--- config.mk ---
export PLATFORM = sky130hd
export DESIGN_NAME = mult_sequencer_flat
export DESIGN_NICKNAME = d
export VERILOG_FILES = /design/src/rtl/mult_sequencer_pkg.sv /design/src/rtl/mult_sequencer_if.sv /design/src/rtl/mult_sequencer_pp_row_adder.sv /design/src/rtl/mult_sequencer.sv /design/src/flat_wrapper.sv
export SDC_FILE = /design/constraint.sdc
export NUM_CORES = 1
export LEC_CHECK = 0
export CAP_MARGIN = 40
export CORE_MARGIN = 2
export CORE_UTILIZATION = 50
export CTS_CLUSTER_DIAMETER = 100
export CTS_CLUSTER_SIZE = 24
export DETAILED_ROUTE_END_ITERATION = 7
export GPL_TIMING_DRIVEN = 0
export PLACE_DENSITY = 0.76
export SYNTH_ARGS = -nofsm -noshare
export SYNTH_HDL_FRONTEND = slang
export SYNTH_SLANG_ARGS = --single-unit
--- constraint.sdc ---
create_clock -name clk_i -period 13.4 [get_ports clk_i]
set_input_delay 2.68 -clock clk_i [delete_from_list [all_inputs] [get_ports clk_i]]
set_output_delay 2.68 -clock clk_i [all_outputs]
set_load 0.01 [all_outputs]
--- src/rtl/mult_sequencer_pkg.sv ---
// rtl/mult_sequencer_pkg.sv - shared types and defaults for the HI/LO multiply sequencer
// Contents:
//   mult_state_t       sequencer states IDLE -> ACCUM -> FIX -> DONE
//   MULT_WIDTH         default operand width (product is twice this)
//   MULT_PP_PER_CYCLE  default partial-product rows summed per ACCUM cycle
//   MULT_STEPS         ACCUM cycles per multiply
package mult_pkg;

  typedef enum logic [1:0] {
    IDLE  = 2'd0,
    ACCUM = 2'd1,
    FIX   = 2'd2,
    DONE  = 2'd3
  } mult_state_t;

  localparam int MULT_WIDTH        = 32;
  localparam int MULT_PP_PER_CYCLE = 4;
  localparam int MULT_STEPS        = MULT_WIDTH / MULT_PP_PER_CYCLE;

endpackage

--- src/rtl/mult_sequencer_if.sv ---
// rtl/mult_sequencer_if.sv - request/result bundle between EX stage and multiply sequencer
// Signals:
//   start, is_signed, a, b, flush   requester -> sequencer
//   busy, done, hi, lo              sequencer -> requester
// Modports:
//   master  requester side (EX stage / exception logic)
//   slave   sequencer side
interface mult_sequencer_if
  import mult_pkg::*;
#(
  parameter int WIDTH = MULT_WIDTH
);

  logic             start;
  logic             is_signed;
  logic [WIDTH-1:0] a;
  logic [WIDTH-1:0] b;
  logic             flush;
  logic             busy;
  logic             done;
  logic [WIDTH-1:0] hi;
  logic [WIDTH-1:0] lo;

  modport master (
    output start, is_signed, a, b, flush,
    input  busy, done, hi, lo
  );

  modport slave (
    input  start, is_signed, a, b, flush,
    output busy, done, hi, lo
  );

endinterface

--- src/rtl/mult_sequencer_pp_row_adder.sv ---
// rtl/mult_sequencer_pp_row_adder.sv - sums one cycle's worth of shifted partial-product rows
// Ports:
//   a_mag_i       in   WIDTH          multiplicand magnitude
//   b_bits_i      in   PP_PER_CYCLE   multiplier bits for this cycle (LSB = row at shift_base_i)
//   shift_base_i  in   log2(2*WIDTH)  bit position of the first row
//   sum_o         out  2*WIDTH        sum of the PP_PER_CYCLE shifted rows
module pp_row_adder
  import mult_pkg::*;
#(
  parameter int WIDTH        = MULT_WIDTH,
  parameter int PP_PER_CYCLE = MULT_PP_PER_CYCLE
) (
  input  logic [WIDTH-1:0]             a_mag_i,
  input  logic [PP_PER_CYCLE-1:0]      b_bits_i,
  input  logic [$clog2(2*WIDTH)-1:0]   shift_base_i,
  output logic [2*WIDTH-1:0]           sum_o
);

  always_comb begin
    logic [2*WIDTH-1:0] partial;
    partial = '0;
    for (int k = 0; k < PP_PER_CYCLE; k++) begin
      partial = partial +
                ({{WIDTH{1'b0}}, a_mag_i & {WIDTH{b_bits_i[k]}}} << (shift_base_i + k));
    end
    sum_o = partial;
  end

endmodule

--- src/rtl/mult_sequencer.sv ---
// rtl/mult_sequencer.sv - multi-cycle controller for the HI/LO multiply unit (MULT/MULTU)
// Ports:
//   clk_i   in   1  clock, rising edge
//   rst_i   in   1  synchronous active-high reset
//   bus     slave modport of mult_sequencer_if:
//             start/is_signed/a/b  request, sampled in IDLE or DONE
//             flush                abort in-flight multiply, blocks accept
//             busy                 high in ACCUM or FIX (MFHI/MFLO interlock)
//             done                 one-cycle pulse, hi/lo valid in the same cycle
//             hi/lo                upper/lower half of the product
module mult_sequencer
  import mult_pkg::*;
#(
  parameter int WIDTH        = MULT_WIDTH,
  parameter int PP_PER_CYCLE = MULT_PP_PER_CYCLE
) (
  input logic              clk_i,
  input logic              rst_i,
  mult_sequencer_if.slave  bus
);

  localparam int STEPS = WIDTH / PP_PER_CYCLE;
  localparam int CNT_W = (STEPS > 1) ? $clog2(STEPS) : 1;
  localparam int SH_W  = $clog2(2 * WIDTH);

  mult_state_t          state_q, state_d;
  logic [WIDTH-1:0]     a_mag_q, a_mag_d;
  logic [WIDTH-1:0]     b_mag_q, b_mag_d;
  logic                 neg_q, neg_d;
  logic [2*WIDTH-1:0]   acc_q, acc_d;
  logic [CNT_W-1:0]     cnt_q, cnt_d;
  logic [WIDTH-1:0]     hi_q, hi_d;
  logic [WIDTH-1:0]     lo_q, lo_d;

  logic                    accept;
  logic [WIDTH-1:0]        a_abs, b_abs;
  logic [PP_PER_CYCLE-1:0] b_slice;
  logic [SH_W-1:0]         shift_base;
  logic [2*WIDTH-1:0]      row_sum;
  logic [2*WIDTH-1:0]      result;

  // Signed operands are reduced to magnitudes so the array is purely unsigned;
  // the most negative value maps to itself, which is its correct unsigned magnitude.
  assign a_abs = (bus.is_signed && bus.a[WIDTH-1]) ? -bus.a : bus.a;
  assign b_abs = (bus.is_signed && bus.b[WIDTH-1]) ? -bus.b : bus.b;

  assign b_slice    = b_mag_q[cnt_q*PP_PER_CYCLE +: PP_PER_CYCLE];
  assign shift_base = SH_W'(cnt_q * PP_PER_CYCLE);
  assign result     = neg_q ? -acc_q : acc_q;

  pp_row_adder #(
    .WIDTH        (WIDTH),
    .PP_PER_CYCLE (PP_PER_CYCLE)
  ) u_pp_row_adder (
    .a_mag_i      (a_mag_q),
    .b_bits_i     (b_slice),
    .shift_base_i (shift_base),
    .sum_o        (row_sum)
  );

  // A new request is only taken while idle or in the single DONE cycle, and
  // never in a cycle where exception logic is flushing.
  assign accept = ((state_q == IDLE) || (state_q == DONE)) && bus.start && !bus.flush;

  always_comb begin
    state_d = state_q;
    a_mag_d = a_mag_q;
    b_mag_d = b_mag_q;
    neg_d   = neg_q;
    acc_d   = acc_q;
    cnt_d   = cnt_q;
    hi_d    = hi_q;
    lo_d    = lo_q;

    unique case (state_q)
      IDLE, DONE: begin
        state_d = IDLE;
        if (accept) begin
          a_mag_d = a_abs;
          b_mag_d = b_abs;
          neg_d   = bus.is_signed & (bus.a[WIDTH-1] ^ bus.b[WIDTH-1]);
          acc_d   = '0;
          cnt_d   = '0;
          state_d = ACCUM;
        end
      end
      ACCUM: begin
        if (bus.flush) begin
          state_d = IDLE;
        end else begin
          acc_d = acc_q + row_sum;
          cnt_d = cnt_q + 1'b1;
          if (cnt_q == CNT_W'(STEPS - 1)) begin
            state_d = FIX;
          end
        end
      end
      FIX: begin
        if (bus.flush) begin
          state_d = IDLE;
        end else begin
          hi_d    = result[2*WIDTH-1:WIDTH];
          lo_d    = result[WIDTH-1:0];
          state_d = DONE;
        end
      end
      default: state_d = IDLE;
    endcase
  end

  always_ff @(posedge clk_i) begin
    if (rst_i) begin
      state_q <= IDLE;
      a_mag_q <= '0;
      b_mag_q <= '0;
      neg_q   <= 1'b0;
      acc_q   <= '0;
      cnt_q   <= '0;
      hi_q    <= '0;
      lo_q    <= '0;
    end else begin
      state_q <= state_d;
      a_mag_q <= a_mag_d;
      b_mag_q <= b_mag_d;
      neg_q   <= neg_d;
      acc_q   <= acc_d;
      cnt_q   <= cnt_d;
      hi_q    <= hi_d;
      lo_q    <= lo_d;
    end
  end

  assign bus.busy = (state_q == ACCUM) || (state_q == FIX);
  assign bus.done = (state_q == DONE);
  assign bus.hi   = hi_q;
  assign bus.lo   = lo_q;

endmodule

--- src/flat_wrapper.sv ---
// flat-port wrapper written by rule: the top's interface ports become plain ports
module mult_sequencer_flat import mult_pkg::*;
#(
  parameter int WIDTH        = MULT_WIDTH,
  parameter int PP_PER_CYCLE = MULT_PP_PER_CYCLE
)
  (clk_i, rst_i, bus_start, bus_is_signed, bus_a, bus_b, bus_flush, bus_busy, bus_done, bus_hi, bus_lo);
  mult_sequencer_if #(.WIDTH(WIDTH)) bus_i ();
  input logic clk_i;
  input logic rst_i;
  input wire logic [$bits(bus_i.start)-1:0] bus_start;
  input wire logic [$bits(bus_i.is_signed)-1:0] bus_is_signed;
  input wire logic [$bits(bus_i.a)-1:0] bus_a;
  input wire logic [$bits(bus_i.b)-1:0] bus_b;
  input wire logic [$bits(bus_i.flush)-1:0] bus_flush;
  output wire logic [$bits(bus_i.busy)-1:0] bus_busy;
  output wire logic [$bits(bus_i.done)-1:0] bus_done;
  output wire logic [$bits(bus_i.hi)-1:0] bus_hi;
  output wire logic [$bits(bus_i.lo)-1:0] bus_lo;
  assign bus_i.start = bus_start;
  assign bus_i.is_signed = bus_is_signed;
  assign bus_i.a = bus_a;
  assign bus_i.b = bus_b;
  assign bus_i.flush = bus_flush;
  assign bus_busy = bus_i.busy;
  assign bus_done = bus_i.done;
  assign bus_hi = bus_i.hi;
  assign bus_lo = bus_i.lo;
  mult_sequencer #(.WIDTH(WIDTH), .PP_PER_CYCLE(PP_PER_CYCLE)) u_core (.clk_i(clk_i), .rst_i(rst_i), .bus(bus_i));
endmodule
## Word level (Yosys, flattened, before mapping)

Cells that the tools add are included.

| operators by class | value |
|---|---|
| $add $sub $neg | 11 |
| equality and inequality tests | 7 |
| shift operators | 5 |
| muxes and demuxes | 14 |
| bitwise logic cells | 7 |
| reduce and logical (&&, ||, !) cells | 13 |

Operators by type and width:

| kind | number |
|---|---|
| $add A64 B64 Y64 | 4 |
| $mux W64 | 3 |
| $shl A32 B6 Y64 | 3 |
| $and A32 B32 Y32 | 4 |
| $pmux W64 S2 | 1 |
| $mux W32 | 2 |
| $neg A32 Y32 | 2 |
| $neg A64 Y64 | 1 |
| $shl A32 B5 Y64 | 1 |
| $shiftx A32 B6 Y4 | 1 |
| $add A5 B2 Y6 const B | 2 |
| $add A5 B1 Y6 const B | 1 |
| $mux W2 | 3 |
| $mux W3 | 2 |
| $pmux W2 S3 | 1 |
| $pmux W3 S2 | 1 |
| $eq A2 B2 Y1 const B | 2 |
| $logic_and A1 B1 Y1 | 4 |
| $reduce_and A2 Y1 | 2 |
| $add A3 B1 Y3 const B | 1 |
| $eq A3 B3 Y1 const B | 1 |
| $ne A3 B2 Y1 const B | 1 |
| $reduce_and A3 Y1 | 1 |
| $eq A2 B1 Y1 const B | 1 |
| 11 further kinds | 12 |

| word-level totals | value |
|---|---|
| register bits after elaboration | 198 |
| output and inout port bits | 66 |

## Longest topological paths before layout

| logic depth | value |
|---|---|
| depth after elaboration | 9 |
| mapped depth | 28 |
| depth with buffers taken out | 24 |

## Modules after synthesis

A second synthesis with hierarchy kept.

| second synthesis, totals | value |
|---|---|
| cells, all modules | 4,217 |
| area total of the unflattened synthesis | 30,098.9 µm² |

Modules (own cells, without submodules):

| module | instances | cells an instance | area each (µm²) | sequential area each (µm²) |
|---|---|---|---|---|
| pp_row_adder | 1 | 2,593 | 17,126.4 | 0.0 |
| mult_sequencer | 1 | 1,624 | 12,972.4 | 3,963.8 |

## Worst setup path after synthesis

Ideal clock, no wire load.

| path | value |
|---|---|
| path kind | reg-to-reg |
| start | register u_core.cnt_q[1] |
| end | register u_core.acc_q[57] |
| library setup time | 117 ps |
| data arrival time | 6,742 ps |
| data required time | 13,283 ps |
| setup slack | 6,541 ps |
| cell stages (with the launch flop) | 27 |
| path buffers | 7 |
| path through | dfxtp_1 buf_2 buf_2 clkbuf_1 buf_1 clkbuf_1 clkbuf_1 mux2i_1 nor2_1 fa_1 fa_1 inv_1 fa_1 inv_1 ha_1 clkbuf_1 and3_1 and2_1 a221oi_1 o31a_1 a21oi_1 o31ai_1 nand2b_1 a221oi_2 nor3_1 or3_1 a32o_1 |

| between the ends | value |
|---|---|
| word-level cells in the longest chain between the ends | 9 |

Ends and longest elaborated chain:

| element | RTL line | source |
|---|---|---|
| from (decl) | mult_sequencer.sv:31 | `logic [CNT_W-1:0] cnt_q, cnt_d;` |
| from (signal assigned) | mult_sequencer.sv:127 | `cnt_q <= cnt_d;` |
| $shiftx A32 B6 Y4 | mult_sequencer.sv:47 | `assign b_slice = b_mag_q[cnt_q*PP_PER_CYCLE +: PP_PER_CYCLE];` |
| $and A32 B32 Y32 | mult_sequencer_pp_row_adder.sv:24 | `({{WIDTH{1'b0}}, a_mag_i & {WIDTH{b_bits_i[k]}}} << (shift_base_i + k));` |
| $shl A32 B6 Y64 or $shl A32 B5 Y64 (tied branches) | mult_sequencer_pp_row_adder.sv:24 |  |
| $add A64 B64 Y64 (2 in a row) | mult_sequencer_pp_row_adder.sv:23 | `partial = partial +` |
| $add A64 B64 Y64 * | mult_sequencer_pp_row_adder.sv:23 |  |
| $add A64 B64 Y64 * | mult_sequencer.sv:91 | `acc_d = acc_q + row_sum;` |
| $mux W64 * | mult_sequencer.sv:88 | `if (bus.flush) begin` |
| $pmux W64 S2 * | mult_sequencer.sv:75 | `unique case (state_q)` |
| to (signal assigned) | mult_sequencer.sv:117 | `acc_q <= '0;` |
| to (signal assigned) | mult_sequencer.sv:126 | `acc_q <= acc_d;` |
| to (decl) | mult_sequencer.sv:30 | `logic [2*WIDTH-1:0] acc_q, acc_d;` |

Mark *: on every way between the ends. The rest lies on a longest branch, timed or not. The select of a mux whose other input is x is not followed.
A chain may end at the register's enable or synchronous reset.

## Final worst setup path

Ends and elaborated chain as after synthesis.

==> metrics.cfg <==
[setup_path]
crit_fanout=10
critPathKind=register to register
startpoint_type=register
endpoint_kind=register
worstPathRequired_ns=13.78
critPathArrivalTime_ns=9.39

[clock_network]
post_cts_buffers=0
cts_tree=yes
cts_resized=0
clk_latency_ns=0.49
numCtsBuffers=17
path_clk_slew_ns=0.09
cts-root-buf=clkbuf_16
cts_hold_buf=0
cts_num_sinks=198
htreeDepth=4
clockBufferDepth=2

[logic_synthesis]
ys_seq_area_frac=0.196
synth_edf_count=0
synth_fp_nets=2895
syn_area_per_cell_um2=7.84
synth_top_area_cell=dfxtp_1
syn_inst=2572
synth_flop_cell=dfxtp_1
ys_top_cells_by_count=453 x nor2_1, 327 x inv_1, 198 x dfxtp_1
synth_top_area_share=0.196
ys_types=78
synth-async-reset-ratio=0
syn-cell-area_um2=20200
yosysWarnings=0
ys_seq_elements=198
yosysMostFrequentCell=nor2_1
yosys-top-cells-area=dfxtp_1 20%, fa_1 18%, nor2_1 8.4%

[grt]
grt_use_total=0.315
grt_max_degree=20
grt_first_pass_wirelength_um=102000
gr-total-overflow=0
first_global_vias=18200
antenna_found_initial=1

[die]
rows=73
dieArea_um2=42000
die_x_um=205
pin_count=135
start_util=0.507
core_area_um2=39800
die_y_um=205

[sta]
rsz0062_at_grt=no
worstMarginPinSlew_ns=0.899
finalSetupViolCount=0
hold_viol_final=0
setup_tns_ns=0
fin_crit_sh=0.672
skew_ns=0.0144
maxSlewViolCount=0
fin_crit_ns=9.01
fin_ws_ns=4.39
slew_headroom=0.399
max_freq_mhz=111

[placed_design]
place_hpwl_um=54100
place_area_um2=22200
port_buffers=132
detailedPlace.worstSlack_ns=4.67
gp_congestion=0.994

[finish]
utilization=0.573
num-nets-final=3055
fillers=3672
fin_area_um2=22800
drive_gt1_frac=0.0426
antenna_cells=0
areaGrowthSynthToFinish_pct=13.1

[power]
p_leak_nw=9.40
power.density_nw_per_um2=64.2
ir_drop_mv=0.0697

[route]
vias_per_cell=5.71
num_vias=18700
drt_iter0_drc=1798
wire_per_inst_um=19.8
drtAntennaViolNets=0
routed_wl_um=64900
drt_first_pass_iters=6
drc=0

[outcome]
status=complete, no violations

[flow_run]
maxCapViolCount=0

[worst_hold_path]
hp-class=register to register

flip-flops by register name, indices dropped and copies added, names as in the netlist:
name,count
u_core.acc_q,64
u_core.bus.lo,32
u_core.neg_q,1
u_core.b_mag_q,32
u_core.cnt_q,3
u_core.state_q,2
u_core.a_mag_q,32
u_core.bus.hi,32
metrics by stage:
step | instances | power [mW] | hold slack [ns]
global placement | 3229 | 0.926 | 0.450
finish | 3270 | 1.47 | 0.459
CTS | 3270 | 1.46 | 0.460
detailed placement | 3238 | 0.935 | 0.450
floorplan | 2572 | 0.818 | 0.434
global route | 3270 | 1.51 | 0.487
logic make-up after synthesis:
logic type	share of synthesized area
compound gates	0.190
xor+xnor	0.0708
fa+ha+maj	0.224
buf+inv	0.0894
flops	0.196
mux	0.0479
simple gates	0.182
routing by layer:
metal	vias to the layer above	wire [µm]	GRT usage
li1	8955	-	-
met1	8883	28800	0.430
met2	730	28700	0.496
met3	112	5110	0.0605
met4	0	2260	0.117
met5	-	0	0
layout by cell type (no fill, tap or decap), types with 76 or more instances in the layout:
cell,n
a211oi_1,107
a21oi_1,127
clkbuf_1,134
clkdlybuf4s50_1,132
dfxtp_1,198
fa_1,178
ha_1,76
inv_1,327
nand2_1,162
nor2_1,453
o21ai_0,108
xnor2_1,108
worst max-delay path, stage by stage, from the launching register on:
cell,delay [ns]
dfxtp_1,0.40
buf_2,0.22
buf_2,0.35
clkbuf_1,0.53
buf_1,0.55
clkbuf_1,0.58
clkbuf_1,0.52
mux2i_1,0.59
nor2_1,0.13
fa_1,0.51
fa_1,0.56
inv_1,0.06
fa_1,0.49
inv_1,0.04
ha_1,0.28
clkbuf_1,0.20
and3_1,0.28
and2_1,0.18
a221oi_1,0.32
o31a_1,0.25
a21oi_1,0.13
o31ai_1,0.25
nand2b_1,0.15
a221oi_2,0.60
nor3_1,0.13
or3_1,0.33
a32o_1,0.24
cell type report:
type                       instances  area [µm²]  area share
clock inverter                    14         159     0.00696
multi-input combinational       1897       14400       0.631
sequential                       198        3960       0.174
buffer                           149         572      0.0251
clock buffer                      18         429      0.0188
timing repair buffer             141        1400      0.0615
inverter                         328        1230      0.0539
tap                              525         657      0.0288
report_power, final:
group          internal [mW]  switching, mW  leakage (nW)
registers              0.606         0.0206          1.61
logic                  0.108          0.193          7.51
clock network          0.266          0.273         0.283
path summary, 6_finish.rpt:
kind	depth (start not counted)	endpoint	slack (ns)	start
min reg2reg	2	u_core.bus.hi[21]	0.46	u_core.bus.hi[21]
min	2	u_core.bus.hi[21]	0.46	u_core.bus.hi[21]
max	26	u_core.acc_q[57]	4.39	u_core.cnt_q[1]
max reg2reg	26	u_core.acc_q[57]	4.39	u_core.cnt_q[1]
Note: power is estimated with default switching activity, not from simulation.
